--- config.mk ---
export PLATFORM = sky130hd
export DESIGN_NAME = rgb2ycbcr_pipe
export DESIGN_NICKNAME = d
export VERILOG_FILES = /design/src/rtl/ycbcr_pkg.sv /design/src/rtl/sync_delay.sv /design/src/rtl/rgb2ycbcr_pipe.sv
export SDC_FILE = /design/constraint.sdc
export NUM_CORES = 1
export LEC_CHECK = 0
export BUFFER_PORTS_ARGS = -buffer_cell sky130_fd_sc_hd__buf_2
export CAP_MARGIN = 20
export CORE_AREA = 3 3 170 172
export DETAILED_ROUTE_END_ITERATION = 8
export DIE_AREA = 0 0 173 175
export PLACE_DENSITY = 0.66
export SLEW_MARGIN = 5
export SYNTH_ARGS = -nofsm -noshare
export SYNTH_HDL_FRONTEND = slang
export SYNTH_SLANG_ARGS = --single-unit
--- constraint.sdc ---
create_clock -name pclk -period 3.2 [get_ports pclk]
set_input_delay 0.64 -clock pclk [delete_from_list [all_inputs] [get_ports pclk]]
set_output_delay 0.64 -clock pclk [all_outputs]
set_load 0.01 [all_outputs]
--- src/rtl/ycbcr_pkg.sv ---
// ---------------------------------------------------------------------------
// ycbcr_pkg
// Shared constants and arithmetic helpers for the BT.601 RGB->YCbCr pipeline.
//   - K_*   : conversion coefficients scaled by 256
//   - Y_OFF/C_OFF : luma / chroma output offsets (also the blanking level)
//   - Y_MIN/Y_MAX/C_MAX : studio-range clamp limits (chroma low limit = Y_MIN)
//   - LAT   : input-to-output latency in pclk cycles
// Build option: YCBCR_422_EN selects 4:2:2 output (LAT=4); undefined gives
// 4:4:4 output (LAT=3).
// ---------------------------------------------------------------------------
package ycbcr_pkg;

  localparam logic signed [9:0] K_YR  =  10'sd66;
  localparam logic signed [9:0] K_YG  =  10'sd129;
  localparam logic signed [9:0] K_YB  =  10'sd25;
  localparam logic signed [9:0] K_CBR = -10'sd38;
  localparam logic signed [9:0] K_CBG = -10'sd74;
  localparam logic signed [9:0] K_CBB =  10'sd112;
  localparam logic signed [9:0] K_CRR =  10'sd112;
  localparam logic signed [9:0] K_CRG = -10'sd94;
  localparam logic signed [9:0] K_CRB = -10'sd18;

  localparam logic signed [17:0] RND = 18'sd128;

  localparam logic [7:0] Y_OFF = 8'd16;
  localparam logic [7:0] C_OFF = 8'd128;
  localparam logic [7:0] Y_MIN = 8'd16;
  localparam logic [7:0] Y_MAX = 8'd235;
  localparam logic [7:0] C_MAX = 8'd240;

`ifdef YCBCR_422_EN
  localparam int LAT = 4;
`else
  localparam int LAT = 3;
`endif

  // Component zero-extended to signed 10 bit, product kept as signed 18 bit.
  function automatic logic signed [17:0] mul_k(input logic [7:0] c,
                                                input logic signed [9:0] k);
    logic signed [9:0]  a;
    logic signed [19:0] p;
    a = signed'({2'b00, c});
    p = 20'(a) * 20'(k);
    return p[17:0];
  endfunction

  // Floor-shift the rounded sum, add the offset and clamp to [lo, hi].
  function automatic logic [7:0] scale_clamp(input logic signed [17:0] s,
                                             input logic [7:0] off,
                                             input logic [7:0] lo,
                                             input logic [7:0] hi);
    int v;
    v = int'(s) >>> 8;
    v = v + int'(off);
    if (v < int'(lo))      v = int'(lo);
    else if (v > int'(hi)) v = int'(hi);
    return 8'(v);
  endfunction

  // Rounded average of two components, (a + b + 1) >> 1.
  function automatic logic [7:0] avg8(input logic [7:0] a, input logic [7:0] b);
    logic [8:0] t;
    t = {1'b0, a} + {1'b0, b} + 9'd1;
    return 8'(t >> 1);
  endfunction

endpackage

--- src/rtl/sync_delay.sv ---
// ---------------------------------------------------------------------------
// sync_delay
// N-stage register delay line of width W, asynchronously cleared to 0.
// Used to keep DE/HSYNC/VSYNC aligned with the arithmetic pipeline.
// Ports:
//   i_clk   : clock
//   i_rst_n : asynchronous active-low reset
//   i_d     : input word
//   o_q     : i_d delayed N cycles
// ---------------------------------------------------------------------------
module sync_delay #(
  parameter int N = 3,
  parameter int W = 3
) (
  input  logic         i_clk,
  input  logic         i_rst_n,
  input  logic [W-1:0] i_d,
  output logic [W-1:0] o_q
);

  logic [W-1:0] r_pipe [N];

  always_ff @(posedge i_clk or negedge i_rst_n) begin
    if (!i_rst_n) begin
      for (int i = 0; i < N; i++) r_pipe[i] <= '0;
    end else begin
      r_pipe[0] <= i_d;
      for (int i = 1; i < N; i++) r_pipe[i] <= r_pipe[i-1];
    end
  end

  assign o_q = r_pipe[N-1];

endmodule

--- src/rtl/rgb2ycbcr_pipe.sv ---
// ---------------------------------------------------------------------------
// rgb2ycbcr_pipe
// Pipelined BT.601 RGB -> studio-range YCbCr converter on the pixel clock.
// Stage 1 registers the nine products, stage 2 the three rounded sums,
// stage 3 shifts/offsets/clamps into the output registers. Syncs and DE are
// delay-matched; outputs read black (16,128,128) whenever de_out is low.
// Build option YCBCR_422_EN: an extra stage decimates chroma to 4:2:2 on
// cb_out (Cb on even phase, Cr on odd phase, pairwise averaged), cr_out is
// held at 128, and latency becomes 4.
// Ports:
//   pclk, rstbtn_n                 : pixel clock, async active-low reset
//   de_in, hsync_in, vsync_in      : timing in
//   red_in, green_in, blue_in      : 8-bit RGB in
//   de_out, hsync_out, vsync_out   : timing delayed LAT cycles
//   y_out, cb_out, cr_out          : YCbCr out
// ---------------------------------------------------------------------------
module rgb2ycbcr_pipe
  import ycbcr_pkg::*;
#(
  parameter int DW = 8
) (
  input  logic          pclk,
  input  logic          rstbtn_n,
  input  logic          de_in,
  input  logic          hsync_in,
  input  logic          vsync_in,
  input  logic [DW-1:0] red_in,
  input  logic [DW-1:0] green_in,
  input  logic [DW-1:0] blue_in,
  output logic          de_out,
  output logic          hsync_out,
  output logic          vsync_out,
  output logic [DW-1:0] y_out,
  output logic [DW-1:0] cb_out,
  output logic [DW-1:0] cr_out
);

  localparam int LAT = ycbcr_pkg::LAT;

  logic signed [17:0] r_prod [9];
  logic signed [17:0] r_sum_y, r_sum_cb, r_sum_cr;
  logic [7:0]         r_y, r_cb, r_cr;
  logic [2:0]         w_sync2, w_sync_out;
  logic               w_de2;
  logic [7:0]         w_y, w_cb, w_cr;

  // Timing tap aligned with the stage-2 sums, then the remaining delay.
  sync_delay #(.N(2), .W(3)) u_sync_pre (
    .i_clk   (pclk),
    .i_rst_n (rstbtn_n),
    .i_d     ({de_in, hsync_in, vsync_in}),
    .o_q     (w_sync2)
  );

  sync_delay #(.N(LAT-2), .W(3)) u_sync_out (
    .i_clk   (pclk),
    .i_rst_n (rstbtn_n),
    .i_d     (w_sync2),
    .o_q     (w_sync_out)
  );

  assign w_de2     = w_sync2[2];
  assign de_out    = w_sync_out[2];
  assign hsync_out = w_sync_out[1];
  assign vsync_out = w_sync_out[0];

  // Stage 1: products
  always_ff @(posedge pclk or negedge rstbtn_n) begin
    if (!rstbtn_n) begin
      for (int i = 0; i < 9; i++) r_prod[i] <= '0;
    end else begin
      r_prod[0] <= mul_k(red_in,   K_YR);
      r_prod[1] <= mul_k(green_in, K_YG);
      r_prod[2] <= mul_k(blue_in,  K_YB);
      r_prod[3] <= mul_k(red_in,   K_CBR);
      r_prod[4] <= mul_k(green_in, K_CBG);
      r_prod[5] <= mul_k(blue_in,  K_CBB);
      r_prod[6] <= mul_k(red_in,   K_CRR);
      r_prod[7] <= mul_k(green_in, K_CRG);
      r_prod[8] <= mul_k(blue_in,  K_CRB);
    end
  end

  // Stage 2: sums with the rounding constant folded in
  always_ff @(posedge pclk or negedge rstbtn_n) begin
    if (!rstbtn_n) begin
      r_sum_y  <= '0;
      r_sum_cb <= '0;
      r_sum_cr <= '0;
    end else begin
      r_sum_y  <= r_prod[0] + r_prod[1] + r_prod[2] + RND;
      r_sum_cb <= r_prod[3] + r_prod[4] + r_prod[5] + RND;
      r_sum_cr <= r_prod[6] + r_prod[7] + r_prod[8] + RND;
    end
  end

  // Stage 3 combinational: shift, offset, clamp
  assign w_y  = scale_clamp(r_sum_y,  Y_OFF, Y_MIN, Y_MAX);
  assign w_cb = scale_clamp(r_sum_cb, C_OFF, Y_MIN, C_MAX);
  assign w_cr = scale_clamp(r_sum_cr, C_OFF, Y_MIN, C_MAX);

`ifdef YCBCR_422_EN
  logic [7:0] r3_y, r3_cb, r3_cr, r_prev_cr;
  logic       r3_de, r3_ph;

  // Even-phase pixels need the next pixel's Cb, which is still in the
  // stage-3 combinational path (w_cb) when the current pixel sits in r3_*.
  // Odd-phase pixels pair with the previous pixel's Cr (r_prev_cr).
  always_ff @(posedge pclk or negedge rstbtn_n) begin
    if (!rstbtn_n) begin
      r3_y      <= '0;
      r3_cb     <= '0;
      r3_cr     <= '0;
      r3_de     <= 1'b0;
      r3_ph     <= 1'b0;
      r_prev_cr <= '0;
      r_y       <= Y_OFF;
      r_cb      <= C_OFF;
      r_cr      <= C_OFF;
    end else begin
      r3_y      <= w_y;
      r3_cb     <= w_cb;
      r3_cr     <= w_cr;
      r3_de     <= w_de2;
      // phase restarts at 0 on the first pixel after a blank gap
      r3_ph     <= r3_de ? ~r3_ph : 1'b0;
      r_prev_cr <= r3_cr;
      r_cr      <= C_OFF;
      if (!r3_de) begin
        r_y  <= Y_OFF;
        r_cb <= C_OFF;
      end else begin
        r_y <= r3_y;
        if (!r3_ph) r_cb <= avg8(r3_cb, w_de2 ? w_cb : r3_cb);
        else        r_cb <= avg8(r_prev_cr, r3_cr);
      end
    end
  end
`else
  always_ff @(posedge pclk or negedge rstbtn_n) begin
    if (!rstbtn_n) begin
      r_y  <= Y_OFF;
      r_cb <= C_OFF;
      r_cr <= C_OFF;
    end else if (!w_de2) begin
      r_y  <= Y_OFF;
      r_cb <= C_OFF;
      r_cr <= C_OFF;
    end else begin
      r_y  <= w_y;
      r_cb <= w_cb;
      r_cr <= w_cr;
    end
  end
`endif

  assign y_out  = r_y;
  assign cb_out = r_cb;
  assign cr_out = r_cr;

endmodule
==> run summary, run 1 <==
Of all nets on the critical path, the largest fanout is 4. The logs give 9.99 ps for the clock skew after layout and 0.548 for the relative max-transition margin. For the setup total negative slack, the log shows -2730 ps. Setup repair after global routing could not meet its margin everywhere.

The initial antenna violation count came out at 2. Data on the critical path arrives at its endpoint at 3890 ps. The sequential area share after synthesis is 0.327.

Cell with the most instances after synthesis: ha_1. The cell type contributing the most total cell area after synthesis is dfrtp_1. The sum of internal, switching and leakage power came out at 16.2 mW. Compared with the post-synthesis result, the final layout area differs by 23.1%. The power density over the cells is 963 mW/mm², and the wire length after detailed routing is 29.0 mm. The tools report the static leakage power as 8.38 nW. Data on the critical path is required at its endpoint by 3500 ps.

The congestion estimate from routability-driven global placement came to 0.896. For this run, design rule violations remaining after detail routing come to 0. Count of endpoints failing setup in the final report: 12.

The number of global-route vias before repair is 9,566, and the count of buffers from port buffering is 55. Pin placement for this block handled 56 I/O pins. The number of failing hold endpoints at the final stage came out at 0. The fraction of post-synthesis cell area in the top cell type by area was 0.321. The core outline area is 0.0276 mm², and the global-route congestion overflow total is 0. The ratio of routed vias to standard cells works out to 5.06. After synthesis the netlist holds a flip-flop and latch count of 178. The final-report max-slew violation count is 0. The first global-routing pass estimated 48.2 mm of wire. CTS saw 178 sinks. The worst min-delay path class was in2async. The synthesized netlist contains 54 unique library cells. For this design, the slowest cell found on the critical path is fa_1. The number of nets in the synthesized netlist is 1,628.

After detailed placement, the design holds a cell count of 1,778. The fraction of synthesis flops using an asynchronous set or reset pin is 1.00. The mean instance size in the synthesized netlist works out to 11.3 µm². The run gives 0.0137 mm² as the cell area after synthesis.

The die is 173 µm wide. The logs give 1,849 for the final net count and 0 for the count of antenna-violating nets left after detailed routing. STA classifies the critical path startpoint as an input pin. The starting density of the core came out at 0.494.

Clock-pin slew was measured on the worst setup and hold paths at 70 ps. The tools report the final design instance area without fill as 0.0168 mm². The floorplan step defined a die boundary enclosing 0.0303 mm². Standard cell area after detailed placement: 0.0158 mm².

The run gives -384 ps as the final worst-path setup slack. The routed layout has 9,220 vias. Sorting the synthesized cells by how often they occur yields ha_1 (290), dfrtp_1 (175), inv_1 (168).

Hold is met by 215 ps. The critical path class was in2reg. The checks that failed: negative setup slack. For the post-layout utilization of the core, the log shows 0.609. The Yosys step of the flow raised 0 warnings.

The floorplan has 61 rows. At the pin with the least slew margin, the transition time is 678 ps. TritonCTS built the clock tree. The die boundary height was 175 µm; the share of post-route cells with drive strength above 1 was 0.235. The worst-case IR drop observed on VDD is 0.492 mV. The later pin in the worst-skew pair is clocked with a latency of 430 ps. The detailed router finished its first iteration with 372 violations. The pre-antenna-repair detailed-routing pass consisted of 4 iterations.

Half-perimeter wire length after detailed placement: 23.6 mm. In this run the deepest clock path goes through 2 buffers. Static timing analysis puts the maximum clock frequency at 279 MHz. The largest single stage delay on the critical path is 550 ps. The tools report the type of element capturing the critical path as a flop. The logs give 0.200 for the overall fraction of global-route tracks in use and 0 for the hold buffer count at cts.

In this run the number of H-tree levels came out at 4. The average wire per standard cell came out at 15.9 µm. The repair_antennas step left the layout with diodes totalling 0. The tools report the post-placement worst setup slack as -936 ps. Among all flip-flop cells after synthesis, the most frequent one is dfrtp_1.

The share of the clock period used by the worst path is 1.12, and the post-layout minimum cycle time is 3580 ps. The critical path goes through buf_6, buf_6, buf_6, ha_4, ha_4, inv_2, fa_1, inv_2, fa_1, ha_4, a21o_1, a211oi_4, o21ai_2, a311oi_1, o21bai_1, xnor2_1. The tool flagged a number of max-cap violations equal to 0. Synthesis produced 1,211 cells. After synthesis, the cell types taking the most area are dfrtp_1 (32%), ha_1 (27%), fa_1 (14%). The clock buffer count from CTS was 17.

The cell sitting at the root of the clock tree is a clkbuf_16. Entering global routing, the biggest net connects 74 pins. Counting flops with a built-in enable in the synthesized netlist gives 0.

After the flow finishes, the layout carries non-filler instances totaling 1,823. The run finished, with violations left.
==> repair_timing <==
action | 4_1_cts | 5_1_grt
pin swaps | 25 | 45
setup buffers | 9 | 4
hold endpoints to repair | 0 | 0
setup endpoints to repair | 14 | 21
resized for setup | 33 | 63
==> critical path: cells and delay by family <==
family                     cells  cell delay [ps]
buffers and inverters          5              400
AOI/OAI and AO/OA              5              970
adders and majority gates      5             1710
xor gates and xnor gates       1              140
==> logic make-up after synthesis <==
kind of cell	count (synthesis)	synth area share
buffers and inverters	168	0.0462
AO/OA/AOI/OAI	183	0.0908
AND/OR/NAND/NOR	207	0.0711
flip-flops	178	0.327
adder cells (fa/ha/maj)	388	0.409
multiplexers	1	0.000733
XOR/XNOR	86	0.0552
==> layout make-up <==
| cell class | count | area, µm² |
|---|---|---|
| Multi-Input combinational cell | 865 | 9150 |
| Timing Repair Buffer | 202 | 1520 |
| Fill cell | 2250 | 10800 |
| Sequential cell | 178 | 4460 |
| Inverter | 168 | 653 |
| Tap cell | 378 | 473 |
| Clock inverter | 14 | 135 |
| Clock buffer | 18 | 429 |
==> sequential cells by signal, indices dropped and copies added, names as in the netlist <==
register and flops:
u_sync_out.o_q 3, y_out 8, r_sum_cb 10, u_sync_pre.o_q 3, u_sync_pre.r_pipe 3, cb_out 8
cr_out 8, r_sum_y 10, r_sum_cr 10, r_prod 115
==> worst paths after layout <==
check                                          start                    to  slack (ps)  depth (start not counted)
worst max-delay path                     green_in[3]            r_prod[88]        -380                         16
worst min-delay path                        rstbtn_n              y_out[0]         220                          1
worst max register to register           r_prod[129]           r_sum_y[16]         160                          9
worst min register to register  u_sync_pre.r_pipe[4]     u_sync_pre.o_q[1]         350                          0
max in group asynchronous                   rstbtn_n            r_prod[80]        2240                          2
min in group pclk                           hsync_in  u_sync_pre.r_pipe[4]         310                          1
==> power breakdown <==
group          switching [mW]  internal, mW
registers               0.530          3.13
logic                    5.55          4.99
clock network           0.954          1.03
total                    7.03          9.16
==> placed cells by master, fill, tap and decap left out, drive strengths merged, types with 2 or more instances in the layout <==
master,n
a211o,3
a211oi,6
a21boi,4
a21o,22
a21oi,48
a22oi,4
a31o,2
a31oi,6
a41oi,5
and2,9
and3,7
buf,202
clkbuf,18
clkinv,3
clkinvlp,2
dfrtp,175
dfstp,3
fa,98
ha,290
inv,177
nand2,40
nand2b,9
nand3,16
nand4,6
nor2,76
nor2b,13
nor3,21
nor4,4
o21a,10
o21ai,33
o21bai,10
o221ai,2
o311ai,2
o31a,5
o31ai,3
o41a,2
o41ai,7
xnor2,62
xor2,24
==> routing by layer <==
| layer | vias up | GRT usage | wire (µm) |
|---|---|---|---|
| met5 | - | 0 | 13 |
| met3 | 35 | 0.0256 | 903 |
| met1 | 4483 | 0.284 | 13900 |
| li1 | 4546 | - | - |
| met2 | 154 | 0.330 | 13700 |
| met4 | 2 | 0.0449 | 442 |
(Power assumes the default switching activity.)
==> run 2: changes to the inputs <==
- clock period: 3.2 -> 4.05 ns (I/O delays scaled with it)
==> run summary, run 2 (synthesized netlist as in run 1, its figures left out) <==
For the DRC violation count after routing, the log shows 0 (unchanged). More flip-flops sit in one register than any other, and that register is r_prod. Area added between synthesis and finish: 14.8%. The run gives 0.00863 mm² (-5.6%) as the footprint of the multi-input gates.

The die area is 0.0303 mm² (unchanged), and the share of post-route cells with drive strength above 1 is 0.134 (-0.102). The logs give 0.885 (-1.2%) for the routability congestion estimate from global placement and 0 (-12) for the count of endpoints failing setup in the final report. Setup repair after global routing left no endpoint under its margin. Final-report max-slew violation count: 0 (unchanged). The tools report the reg-to-reg setup timing slack as 910 ps (+750 ps).

The ratio of routed vias to standard cells was 5.13 (+1.5%). Total number of placement rows: 61 (unchanged). The power density over the cells came out at 778 mW/mm² (-19%).

In the layout the commonest cells are ha_1 (286), dfrtp_1 (175), inv_1 (166). For the global-route congestion overflow total, the log shows 0 (unchanged). For the number of global-route vias before repair, the log shows 9,388 (-1.9%). The worst min-delay path class was reg2reg. Wire length after detailed routing: 28.1 mm (-3.0%). The flip-flop count of the largest register after layout works out to 115 (unchanged). Number of sinks driven by the clock tree: 178 (unchanged). STA classifies the critical path startpoint as an input pin. The width of the chip is 173 µm (unchanged), and the first-pass GRT wire length is 47.7 mm (-1.2%). STA classifies the critical path endpoint as a flop. The logs give 0 (unchanged) for the count of antenna-violating nets left after detailed routing and 495 (+33%) for the violation count after the first detailed-route iteration.

The run gives 0.0274 (+0.00174) as the met3 track demand over resource. The run gives -262 ps (+674 ps) as the post-placement worst setup slack. The tools report the max-cap violation count as 0 (unchanged).

The tools report the number of optimization iterations in the first detailed-route pass as 5 (+1). The detailed-route via count came out at 9,015 (-2.2%). The tools report the met2 capacity usage during global routing as 0.338 (+0.00807). The core outline area was 0.0276 mm² (unchanged). The met1 track demand over resource was 0.263 (-0.0203).

TritonCTS built the clock tree. For the critical path arrival, the log shows 4260 ps (+370 ps). The maximum number of pins on one net before global-route repair is 77 (+4.1%), and the initial antenna violation count is 1 (-1). The starting density of the core is 0.494 (unchanged). For the number of failing hold endpoints at the final stage, the log shows 0 (unchanged).

The combined flip-flop and latch cell area is 0.00446 mm² (unchanged). The relative max-transition margin is 0.539 (-0.00897), and the maximum achievable frequency is 257 MHz. The run gives 0.0157 mm² (-6.8%) as the final design instance area without fill. Leaving out fill and tap cells, the most frequent cell in the layout is ha_1.

The run gives 0 (unchanged) as the hold buffer count at cts. The share of the clock period used by the worst path is 0.962, and the static leakage power is 7.99 nW (-4.7%). The flow ran to the end, and the final reports show no timing, DRC or antenna violations. The half-perimeter wire length after detailed placement was 23.4 mm (-0.95%). Master cell of the clock root buffer: clkbuf_16.

The average wire per standard cell works out to 16.0 µm (+0.67%). Transition time at the pin with the least slew margin: 692 ps (+13.4 ps). The peak fanout along the critical path works out to 3 (-1). met2 is the most crowded layer. The number of fill cells in the layout is 2,377 (+5.6%). The tools report the standard cell area after detailed placement as 0.0151 mm² (-4.3%). The clock skew after layout came out at 11.1 ps (+1.09 ps). Count of buffers from port buffering: 55 (unchanged). The number of buffers inserted to repair setup after CTS is 0 (-9), and the final net count is 1,781 (-3.7%). The smallest clock period supported by the final layout is computed as 3900 ps. The count of pins on the block boundary was 56 (unchanged). The clock edge transition at the registers on the reported setup and hold paths works out to 80 ps (about the same). Final worst-path setup slack: 153 ps (+537 ps). For the clock buffer count from CTS, the log shows 17 (unchanged).

Insertion delay of the later-clocked pin in the worst-skew pair: 440 ps (about the same). The worst path required time was 4410 ps (+910 ps); the die boundary height was 175 µm (unchanged). The setup total negative slack came out at 0 ps (+2730 ps).

Worst-case vdd ir drop: 0.437 mV (-11%). The overall fraction of global-route tracks in use was 0.197 (-0.00257); the maximum number of buffers from clock root to sink was 2 (unchanged). The run gives 4 (unchanged) as the number of levels the H-tree was split into.

The critical path class is in2reg.
run 2: changes by cell type in the layout (fill, tap and decap cells not counted), sizes merged:
cell,change
clkinvlp,+1
clkbuf,-1
inv,-4
diode,+1
buf,-68
clkinv,+4
run 2: through the flow:
step / power [mW] / std cells / hold slack [ps] / utilization
6_report: 12.2 / 1756 / 352 / 0.567
3_5_place_dp: 10.5 / 1723 / 337 / 0.546
2_1_floorplan: 8.51 / 1211 / 331 / -
5_1_grt: 13.5 / 1756 / 357 / 0.567
4_1_cts: 12.3 / 1755 / 355 / 0.567
3_3_place_gp: 10.3 / 1723 / 333 / 0.546
run 2: layer usage:
| metal | share of wire | wire length, µm | up-vias |
|---|---|---|---|
| met2 | 0.49 | 13800 | 130 |
| met1 | 0.46 | 13100 | 4411 |
| met5 | 0 | 0 | - |
| li1 | - | - | 4437 |
| met3 | 0.025 | 697 | 37 |
| met4 | 0.020 | 558 | 0 |
run 2: layout make-up:
class                           count  share of cell area
Antenna cell                        1            0.000160
Clock buffer                       17              0.0271
Clock inverter                     15              0.0105
Inverter                          168              0.0402
Multi-Input combinational cell    865               0.551
Sequential cell                   178               0.284
Tap cell                          378              0.0302
Timing Repair Buffer              134              0.0566
run 2: repair_timing:
action,4_1_cts,5_1_grt
endpoints found under the hold margin,0,0
setup endpoints to repair,0,2
gates resized for setup,0,1
run 2: power breakdown:
group | leakage [nW] | internal (mW) | switching, mW | total, mW
combinational | 5.61 | 3.48 | 4.21 | 7.69
sequential | 2.10 | 2.48 | 0.393 | 2.87
clock | 0.277 | 0.825 | 0.808 | 1.63
run 2: path summary, 6_finish.rpt:
kind	from	to	cells past startpoint
setup / recovery	red_in[2]	r_prod[104]	14
hold / removal	u_sync_pre.r_pipe[3]	u_sync_pre.o_q[0]	0
setup reg to reg	r_prod[2]	r_sum_cb[17]	9
hold reg to reg	u_sync_pre.r_pipe[3]	u_sync_pre.o_q[0]	0
max in group asynchronous	rstbtn_n	cr_out[7]	2
min in group asynchronous	rstbtn_n	y_out[3]	1
run 2: worst max-delay path, stage by stage:
cell and delay (ps):
buf_2 120, ha_1 300, ha_1 280, inv_1 60, fa_1 530, inv_1 50, fa_1 460, ha_1 240
fa_1 390, a21o_1 190, a21oi_1 180, o21ai_0 160, o41ai_1 340, xor2_1 170
